[src/rtl/crossing_scheduler.sv]
// -----------------------------------------------------------------------------
// crossing_scheduler
//   Mid-block pedestrian crossing controller. One car signal is shared by two
//   crosswalks (A and B). A pedestrian request ends the car-green phase once
//   the minimum green time has passed. The controller then steps through
//   YELLOW, RED1, WALK, FLASH and RED2, and returns to GREEN. Each WALK serves
//   exactly one crosswalk. When both crosswalks are waiting, a round-robin
//   pointer decides which one is served.
//
//   All timing counts 'tick' pulses (one per second). The inputs are sampled
//   on every clock. The state only changes on a tick cycle.
//
//   Optional feature: define EMERGENCY_PREEMPT_EN to enable emergency-vehicle
//   preemption. Without it, the emergency port is present but has no effect.
//
// Ports
//   clock      : single clock
//   reset      : asynchronous, active-high
//   tick       : one-cycle enable pulse, once per second
//   ped_req_a  : crosswalk A button (level or pulse)
//   ped_req_b  : crosswalk B button (level or pulse)
//   emergency  : emergency-vehicle preempt request
//   car_green, car_yellow, car_red : car signal lamps
//   walk_a, walk_b : walk lamps; only the crosswalk being served is lit
//   flash      : flashing don't-walk, high in FLASH
//   ack_a/ack_b: one-cycle pulse when service of A/B starts
//   state      : current FSM state encoding
// -----------------------------------------------------------------------------
module crossing_scheduler #(
  parameter int unsigned T_MIN_GREEN = 8,
  parameter int unsigned T_YELLOW    = 3,
  parameter int unsigned T_ALLRED    = 1,
  parameter int unsigned T_WALK      = 5,
  parameter int unsigned T_FLASH     = 3
) (
  input  logic       clock,
  input  logic       reset,
  input  logic       tick,
  input  logic       ped_req_a,
  input  logic       ped_req_b,
  input  logic       emergency,
  output logic       car_green,
  output logic       car_yellow,
  output logic       car_red,
  output logic       walk_a,
  output logic       walk_b,
  output logic       flash,
  output logic       ack_a,
  output logic       ack_b,
  output logic [2:0] state
);

  typedef enum logic [2:0] {
    S_GREEN  = 3'd0,
    S_YELLOW = 3'd1,
    S_RED1   = 3'd2,
    S_WALK   = 3'd3,
    S_FLASH  = 3'd4,
    S_RED2   = 3'd5
  } state_t;

  state_t     cur, nxt;
  logic [3:0] timer, timer_nxt;
  logic       pend_a, pend_b;
  logic       rr_ptr;      // 0: A has priority next time both wait, 1: B
  logic       served;      // crosswalk served in the current WALK: 0=A, 1=B
  logic       served_nxt;
  logic       serve_a, serve_b;
  logic       timer_zero;
  logic       emg;

`ifdef EMERGENCY_PREEMPT_EN
  assign emg = emergency;
`else
  assign emg = 1'b0;
  logic unused_emergency;
  assign unused_emergency = emergency;
`endif

  assign timer_zero = (timer == 4'd0);

  // Timer reload value: the state lasts exactly its duration in ticks,
  // because the timer leaves it on the tick where the count is already 0.
  function automatic logic [3:0] dur_m1(input state_t s);
    case (s)
      S_GREEN:  return 4'(T_MIN_GREEN - 1);
      S_YELLOW: return 4'(T_YELLOW - 1);
      S_WALK:   return 4'(T_WALK - 1);
      S_FLASH:  return 4'(T_FLASH - 1);
      default:  return 4'(T_ALLRED - 1);   // RED1 and RED2
    endcase
  endfunction

  // NOTE: every signal written here gets a default first, so no path leaves
  // one unassigned and no latch is inferred.
  always_comb begin
    nxt        = cur;
    timer_nxt  = timer;
    serve_a    = 1'b0;
    serve_b    = 1'b0;
    served_nxt = served;

    if (tick) begin
      case (cur)
        S_GREEN:  if (timer_zero && (pend_a || pend_b) && !emg) nxt = S_YELLOW;
        S_YELLOW: if (timer_zero) nxt = S_RED1;
        S_RED1:   if (timer_zero) nxt = emg ? S_RED2 : S_WALK;
        S_WALK:   if (timer_zero || emg) nxt = S_FLASH;
        S_FLASH:  if (timer_zero) nxt = S_RED2;
        S_RED2:   if (timer_zero) nxt = S_GREEN;
        default:  nxt = S_GREEN;
      endcase

      // On a state change the timer is reloaded. Otherwise it counts down
      // and stays at 0 while GREEN waits for a request.
      if (nxt != cur)      timer_nxt = dur_m1(nxt);
      else if (!timer_zero) timer_nxt = timer - 4'd1;
    end

    // Choose the crosswalk to serve on the cycle that enters WALK.
    if (nxt == S_WALK && cur != S_WALK) begin
      if (pend_a && (!pend_b || !rr_ptr)) begin
        serve_a    = 1'b1;
        served_nxt = 1'b0;
      end else if (pend_b) begin
        serve_b    = 1'b1;
        served_nxt = 1'b1;
      end
    end
  end

  // NOTE: sequential state uses non-blocking assignments only. Every flop then
  // samples the values from before the edge, whatever the statement order.
  always_ff @(posedge clock or posedge reset) begin
    if (reset) begin
      cur        <= S_GREEN;
      timer      <= dur_m1(S_GREEN);
      pend_a     <= 1'b0;
      pend_b     <= 1'b0;
      rr_ptr     <= 1'b0;
      served     <= 1'b0;
      car_green  <= 1'b1;
      car_yellow <= 1'b0;
      car_red    <= 1'b0;
      walk_a     <= 1'b0;
      walk_b     <= 1'b0;
      flash      <= 1'b0;
      ack_a      <= 1'b0;
      ack_b      <= 1'b0;
      state      <= S_GREEN;
    end else begin
      cur    <= nxt;
      timer  <= timer_nxt;
      served <= served_nxt;

      // A press in the same cycle as the clear wins, so the bit stays set.
      pend_a <= ped_req_a | (pend_a & ~serve_a);
      pend_b <= ped_req_b | (pend_b & ~serve_b);

      // The pointer always moves away from the crosswalk just served.
      if (serve_a) rr_ptr <= 1'b1;
      if (serve_b) rr_ptr <= 1'b0;

      // The outputs are decoded from the next state, so the registered lamps
      // change on the same edge as the state.
      car_green  <= (nxt == S_GREEN);
      car_yellow <= (nxt == S_YELLOW);
      car_red    <= (nxt inside {S_RED1, S_WALK, S_FLASH, S_RED2});
      walk_a     <= (nxt == S_WALK) && !served_nxt;
      walk_b     <= (nxt == S_WALK) &&  served_nxt;
      flash      <= (nxt == S_FLASH);
      ack_a      <= serve_a;
      ack_b      <= serve_b;
      state      <= nxt;
    end
  end

endmodule

[config.mk]
export PLATFORM = sky130hd
export DESIGN_NAME = crossing_scheduler
export DESIGN_NICKNAME = d
export VERILOG_FILES = /design/src/rtl/crossing_scheduler.sv
export SDC_FILE = /design/constraint.sdc
export NUM_CORES = 1
export LEC_CHECK = 0
export ABC_AREA = 0
export CORE_UTILIZATION = 46
export DETAILED_ROUTE_END_ITERATION = 10
export PLACE_DENSITY = 0.73
export SLEW_MARGIN = 10
export SYNTH_ARGS = -nofsm -noshare
export SYNTH_HDL_FRONTEND = slang
export SYNTH_SLANG_ARGS = --single-unit
[constraint.sdc]
create_clock -name clock -period 1.75 [get_ports clock]
set_input_delay 0.4375 -clock clock [delete_from_list [all_inputs] [get_ports clock]]
set_output_delay 0.4375 -clock clock [all_outputs]
set_load 0.005 [all_outputs]
==> impl.org <==
** Floorplan
- I/O pins :: 17
- The floorplan step defined a die boundary enclosing between 2000 and 2500 um^2.
- The die is between 40 and 50 um tall.
- The core region is around 2000 um^2.
- Die Span X :: around 50 um
- The initial utilization of the core area, before any placement, comes to 0.506.
- After floorplanning, the core was divided into 16 placement rows.

** Yosys
- In the synthesized netlist, the number of instances is 99.
- Leading post-synthesis cells by cell area :: sky130_fd_sc_hd__dfrtp_1 (37%), sky130_fd_sc_hd__dfstp_2 (10%), sky130_fd_sc_hd__nand2_1 (4.4%)
- Cell taking the most area after synthesis :: sky130_fd_sc_hd__dfrtp_1
- The share of the Yosys chip area taken by registers is 0.470.
- In the synthesized netlist the dominant register cell turns out to be sky130_fd_sc_hd__dfrtp_1.
- The cell area that synthesis handed to floorplanning was 1020 um^2.
- For this run, the number of Yosys warnings is 0.
- Of the post-synthesis cell area, the dominant cell type holds 0.367.
- Count of state elements after synthesis :: 19
- Of all flip-flops after synthesis, the portion carrying an async set or reset was 1.00.
- The number of nets in the synthesized netlist is 106.
- Averaged over all synthesized cells, the footprint is roughly 10 um^2.
- Number of enable flip-flop cells after synthesis :: 0
- Number of different library cells in the post-synthesis netlist :: 40

** Layout
- The register with the most flip-flops in the final layout is timer.
- Fin nets :: about 140
- The repair_antennas step left the layout with diodes totalling 0.
- From synthesis to final layout, the design area changed by 30.2%.
- The count of cells in the finished layout, fillers not included, comes to between 150 and 200.
- In the final layout, the registers with the most flip-flops are timer (4), cur (3).
- The register with the most flip-flops in the layout has 4 of them.
- In the final layout, the share of cells above drive strength 1 is 0.281.

** Global route
- Summed over all layers, the global routing overflow is 0.
- Entering global routing, the biggest net connects 20 pins.
- Busiest layer in global routing :: met2
- Global routing usage on met2 :: 0.292
- In the global route stage, overall resource usage came out at 0.194.
- Number of antenna violations at the first check in global routing :: 0
- In the global route stage, met1 resource usage came out at 0.259.
- The first global-routing pass estimated roughly 3500 um of wire.
- Number of global-route vias before repair :: approximately 800
- For met3 alone, demand over resource in global routing was 0.0498.

** Placed design
- The count of buffers added on input and output ports is 15.
- Final RePlAce weighted congestion :: about 0.9
- After detailed placement, the design holds a cell count of 147.
- Worst setup slack before clock tree synthesis :: -0.108 ns
- Final HPWL from detailed placement :: between 1000 and 1500 um

** CTS
- Clock latency of the later-clocked register in the worst-skew pair :: roughly 0.3 ns
- CTS Buf Count :: 3
- The longest clock path from root to sink contains 2 buffers.
- The tree built by TritonCTS fans out to 19 sinks.
- CTS Hold Buffers Added :: 0
- Clock-pin slew was measured on the worst setup and hold paths at between 0.1 and 0.15 ns.
- TritonCTS built the clock tree.
- In this run the number of H-tree levels came out at 1.
- Clock Root Buffer :: sky130_fd_sc_hd__clkbuf_4

** Worst setup path
- Setup slack on the worst reg-to-reg path comes out at around 0.08 ns.
- End point of the critical path :: state[1]
- In this run the number of cells on the critical path is 1.
- Of all nets on the critical path, the largest fanout is 3.
- Reg2Reg Launch Point :: timer[0]
- For this design, the slowest cell found on the critical path is sky130_fd_sc_hd__clkdlybuf4s50_1.
- Ordered cell list for the critical path :: clkdlybuf4s50_1
- For this run, the slowest stage of the critical path takes roughly 0.52 ns.
- By startpoint and endpoint, the worst setup path is classified as flip-flop to output pin.
- Number of buffer and inverter instances along the worst setup path :: 1
- For the worst setup path, the data arrival time is around 1.3 ns.
- The worst register-to-register path ends at timer[2].
- Measured in cells, the most critical reg-to-reg path has a length of 7.
- Required time reported for the critical path endpoint :: about 1.3 ns
- The worst setup path is launched from a flip-flop.
- STA classifies the critical path endpoint as an output pin.
- Cell class contributing the biggest share of worst-path delay :: buffers and inverters
- The critical path starts at cur[1].

** STA
- Max Fclk :: between 500 and 600 MHz
- Measured against its own limit, the worst slew margin works out to 0.736.
- Smallest setup slack after layout :: 0.0673 ns
- Of the available clock period, the critical path in the final layout requires 0.962.
- The max-slew violation count is 0.
- Hold Fails Final Rpt :: 0
- At the pin with the least slew margin, the transition time is around 0.39 ns.
- Setup violations remaining at the end of the flow were counted as 0.
- After layout, the minimum clock period comes to 1.68 ns.
- Final TNS setup :: 0 ns
- Fin Clk Skew :: 0.0122 ns

** Detailed routing
- Wirelength, routed :: about 2100 um
- In the routed design, unresolved DRC markers number 0.
- Dividing the detail-routed via count by the number of cells gives roughly 5.7.
- In this run the remaining antenna-violating nets after routing total 0.
- Iter 0 DRT Violations :: 25
- The first detailed-routing pass ran for 4 iterations.
- Total number of vias :: between 800 and 900
- Routed len/inst :: around 14 um

** Power
- For this design the ratio of total power to cell area is ~1500 nW/um^2.
- Worst VDD drop :: about 0.88 mV
- Power comes to ~2 mW.
- Total leakage power :: about 0.56 nW

** Min path
- The path class of the tightest hold or removal check is primary input to async pin.

** Run status
- The run finished with clean final reports.

** Run
- Maximum Capacitance Violations :: 0
-- power breakdown --
part           total [mW]  switching, mW  internal [mW]
logic                1.03          0.484          0.548
clock network       0.228          0.143         0.0851
registers           0.731          0.115          0.615
total                1.99          0.742           1.25
-- kinds of logic after synthesis --
group | Yosys count | share of synthesized area
and+or+nand+nor | 35 | 0.242
adders and majority gates | 1 | 0.0122
xor gates and xnor gates | 2 | 0.0171
DFF | 19 | 0.470
AOI/OAI and AO/OA | 32 | 0.213
buffers and inverters | 10 | 0.0453
-- cell usage after synthesis (all sizes together) (3+ instances only) --
library cell / n
dfrtp: 15
nand2: 12
a21oi: 7
o21ai: 6
buf: 5
inv: 5
dfstp: 4
nor3: 4
o31ai: 4
and4bb: 3
nor2: 3
-- stage by stage --
stage,utilization,hold WS (ns),area [um^2]
after floorplan,-,0.386,1020
after global placement,0.624,0.475,1260
after detailed placement,0.624,0.486,1260
after CTS,0.637,0.446,1290
after global routing,0.658,0.481,1330
final,0.658,0.440,1330
-- worst register-to-register path: stages (launching register included) --
cell and delay [ns]:
sky130_fd_sc_hd__dfstp_2 0.57, sky130_fd_sc_hd__inv_1 0.05, sky130_fd_sc_hd__ha_2 0.21, sky130_fd_sc_hd__and4bb_1 0.23, sky130_fd_sc_hd__buf_4 0.17, sky130_fd_sc_hd__o21ai_2 0.05
sky130_fd_sc_hd__o221ai_1 0.11, sky130_fd_sc_hd__a31oi_1 0.21
-- placed cells by master (no fill, tap or decap), types with 3 or more instances in the layout --
cell type                         instances
sky130_fd_sc_hd__inv_1                    5
sky130_fd_sc_hd__nand2_1                 12
sky130_fd_sc_hd__nor2_1                   3
sky130_fd_sc_hd__dfrtp_1                 14
sky130_fd_sc_hd__clkbuf_4                 3
sky130_fd_sc_hd__o31ai_1                  4
sky130_fd_sc_hd__a21oi_1                  7
sky130_fd_sc_hd__buf_4                   15
sky130_fd_sc_hd__o21ai_0                  3
sky130_fd_sc_hd__clkdlybuf4s50_1         14
sky130_fd_sc_hd__dfstp_2                  4
-- what timing repair did --
action | CTS | global route
setup buffers | 0 | 4
gates resized for setup | 2 | 3
pin swaps | 0 | 1
endpoints found under the setup margin | 2 | 7
-- how the worst min path moves through the flow --
stage,cells after the start,end,startpoint
after global placement,2,timer[1],timer[1]
final,3,car_red,reset
after CTS,3,car_red,reset
after detailed placement,2,timer[1],timer[1]
after floorplan,1,ack_a,reset
after global routing,3,car_red,reset
-- per-layer routing --
metal	vias to the layer above	wire length, um
met2	33	1030
li1	427	-
met1	411	941
met5	-	0
met4	0	50
met3	8	121
-- final cells by class --
type | instances | area (um^2)
Timing Repair Buffer | 30 | 262
Clock inverter | 1 | 5.00
Inverter | 5 | 18.8
Multi-Input combinational cell | 70 | 508
Fill cell | 174 | 691
Sequential cell | 19 | 482
Clock buffer | 3 | 22.5
Tap cell | 27 | 33.8
Power figures use the tool's default switching activity.
==> edit: new RTL, same flow settings <==
Add a define of `EMERGENCY_PREEMPT_EN`.
--- a/src/rtl/crossing_scheduler.sv
+++ b/src/rtl/crossing_scheduler.sv
@@ -26,6 +26,8 @@
 //   ack_a/ack_b: one-cycle pulse when service of A/B starts
 //   state      : current FSM state encoding
 // -----------------------------------------------------------------------------
+`define EMERGENCY_PREEMPT_EN
+
 module crossing_scheduler #(
   parameter int unsigned T_MIN_GREEN = 8,
   parameter int unsigned T_YELLOW    = 3,
Behaviour: not the same (Yosys sat finds a counterexample within 10 cycles, from zero or initial values and one cycle with reset high).
==> edit against the unedited design <==
  * The run now ends with negative setup slack left
  * Clock skew shrank 0.0099 ns
  * Setup slack lost 0.29 ns
  * Sequential cell count is the same
  * Fmax shrank 15%
  * Sequential share of layout area shrank 5.9 points
  * Power shrank 16%
  * Routed wire length grew 21%
  * Synthesized area grew 7.7%
  * Design area grew 19%
  * Critical endpoint is now pend_a
==> edit: results (changes against the unedited design) <==
Parameter                              Value

Place
  Post-detailed-placement half-perimeter wirelength ... 1.86 mm (+25%)
  Instance area at placement ... 1490 um2 (+18%)
  Placer congestion estimate ... 0.831 (-6.3%)
  Placed cells ... 178 (+21%)
  Worst Setup Slack post-DPL ... -0.533 ns (-0.425 ns)
  Port bufs ... 16 (+1)

Clocking
  Setup Fix Bufs, Post-CTS ... 4 (+4)
  Clk sinks ... 19 (unchanged)
  Post-cts gate resize count ... 3 (+1)

Cells and area
  Inverters ... 7 (+2)
  Final std cells w/o fill ... 188 (+21%)
  Share of cells above drive strength 1 ... 33.8% (+5.6 points)
  Post-layout nets ... 168 (+24%)
  Clk tree area frac ... 1.74% (-0.33 points)
  Sequential cell area in the final layout ... 480 um2 (-0.26%)
  Number of buffers other than clock buffers in the final layout ... 44 (+47%)
  Multi-Input Combinational ... 86 (+23%)
  Final design utilization ... 70.9% (+5.1 points)
  Multi-input gate share of the layout cell area ... 40.6% (+2.4 points)
  Layout fillers ... 170 (-2.3%)
  Buffer share of cell area ... 23.5% (+3.8 points)

Drt
  Violation count after the first detailed-route iteration ... 15 (-40%)
  Routed wire length per instance ... 13.8 um (-0.13%)
  Via count ... 1038 (+18%)

Setup path
  Crit. Startpoint ... tick
  Startpoint types ... input port
  Data arrival, critical path ... 2.18 ns (+0.93 ns)
  Delay of the slowest cell on the worst path ... 0.56 ns (+0.04 ns)
  Register-to-Register Setup Slack ... -0.19 ns (-0.27 ns)
  Crit path max fanout ... 6 (+3)
  Reg2reg path depth ... 9 (+2)
  Endpoint of the lowest-slack register-to-register path ... rr_ptr
  Setup crit end ... pend_a
  Worst R2R Start ... timer[1]

STA
  Hold slack ... 0.447 ns (+0.00677 ns)
  Post-route setup TNS ... -2.63 ns (-2.63 ns)
  Max transition margin ... 72.9% (-0.67 points)
  Final Skew ... 0.00228 ns (-0.00988 ns)
  Setup ws final ... -0.225 ns (-0.292 ns)
  Setup violators final ... 19 (+19)

Pwr
  Leakage power ... 0.706 nW (+26%)
  Switching power of the nets ... 0.000591 W (-20%)
  Fraction of power spent switching nets ... 35.2% (-2.1 points)
  Combinational-cell power consumption ... 0.000822 W (-20%)
  Max IR drop VDD ... 0.879 mV (-0.12%)

Die
  Horizontal die dimension ... 50.9 um (+3.6%)

Yosys
  Commonest cells in the netlist ... 15 x sky130_fd_sc_hd__dfrtp_1, 15 x sky130_fd_sc_hd__nor2_1, 12 x sky130_fd_sc_hd__nand2_1
  Post-synthesis net count ... 124 (+17%)
  Number of synthesis warnings ... 0 (unchanged)
  Synthesized area per cell ... 9.41 um2 (-8.9%)
  Sequential area share after synthesis ... 43.6% (-3.4 points)
  Count of unique library cells instantiated by Yosys ... 51 (+28%)
  Most area-consuming cells after synthesis ... sky130_fd_sc_hd__dfrtp_1 34%, sky130_fd_sc_hd__dfstp_2 9.5%, sky130_fd_sc_hd__nor2_1 5.1%

Outcome
  Result of the run ... finished with violations
  Violated checks ... negative setup slack

GRT
  Via count of the first global-routing pass ... 952 (+16%)
  Total global routing track utilization ... 22.8% (+3.4 points)
  First-pass GRT wire length ... 4.30 mm (+21%)
-- edit: cell count changes after synthesis, moves of 3 or more --
cell / change
sky130_fd_sc_hd__buf_2: -3
sky130_fd_sc_hd__o31ai_1: -3
sky130_fd_sc_hd__clkbuf_1: +3
sky130_fd_sc_hd__nor2_1: +12
-- edit: worst min-delay path, delay by kind of cell --
family / cells / cell delay (ns)
buffers and inverters: 3 / 0.71
-- edit: kinds of logic (layout without fill, tap and decap cells) --
family | Yosys count | count (layout) | share of synthesized area [%]
compound gates | 33 | 33 | 24.1
xor+xnor | 1 | 1 | 0.796
fa+ha+maj | 2 | 2 | 2.05
buf+inv | 12 | 55 | 4.89
flops | 19 | 19 | 43.6
mux | 1 | 1 | 0.909
simple gates | 49 | 49 | 23.6
-- edit: layer usage --
metal  share of wire [%]  vias up  track usage [%]  wire, um
met3                 3.3        4             4.76        86
met2                  49       18             37.1      1280
met4                 1.6        0             9.72        42
met1                  46      501             29.1      1190
met5                   0        -                0         0
li1                    -      515                -         -
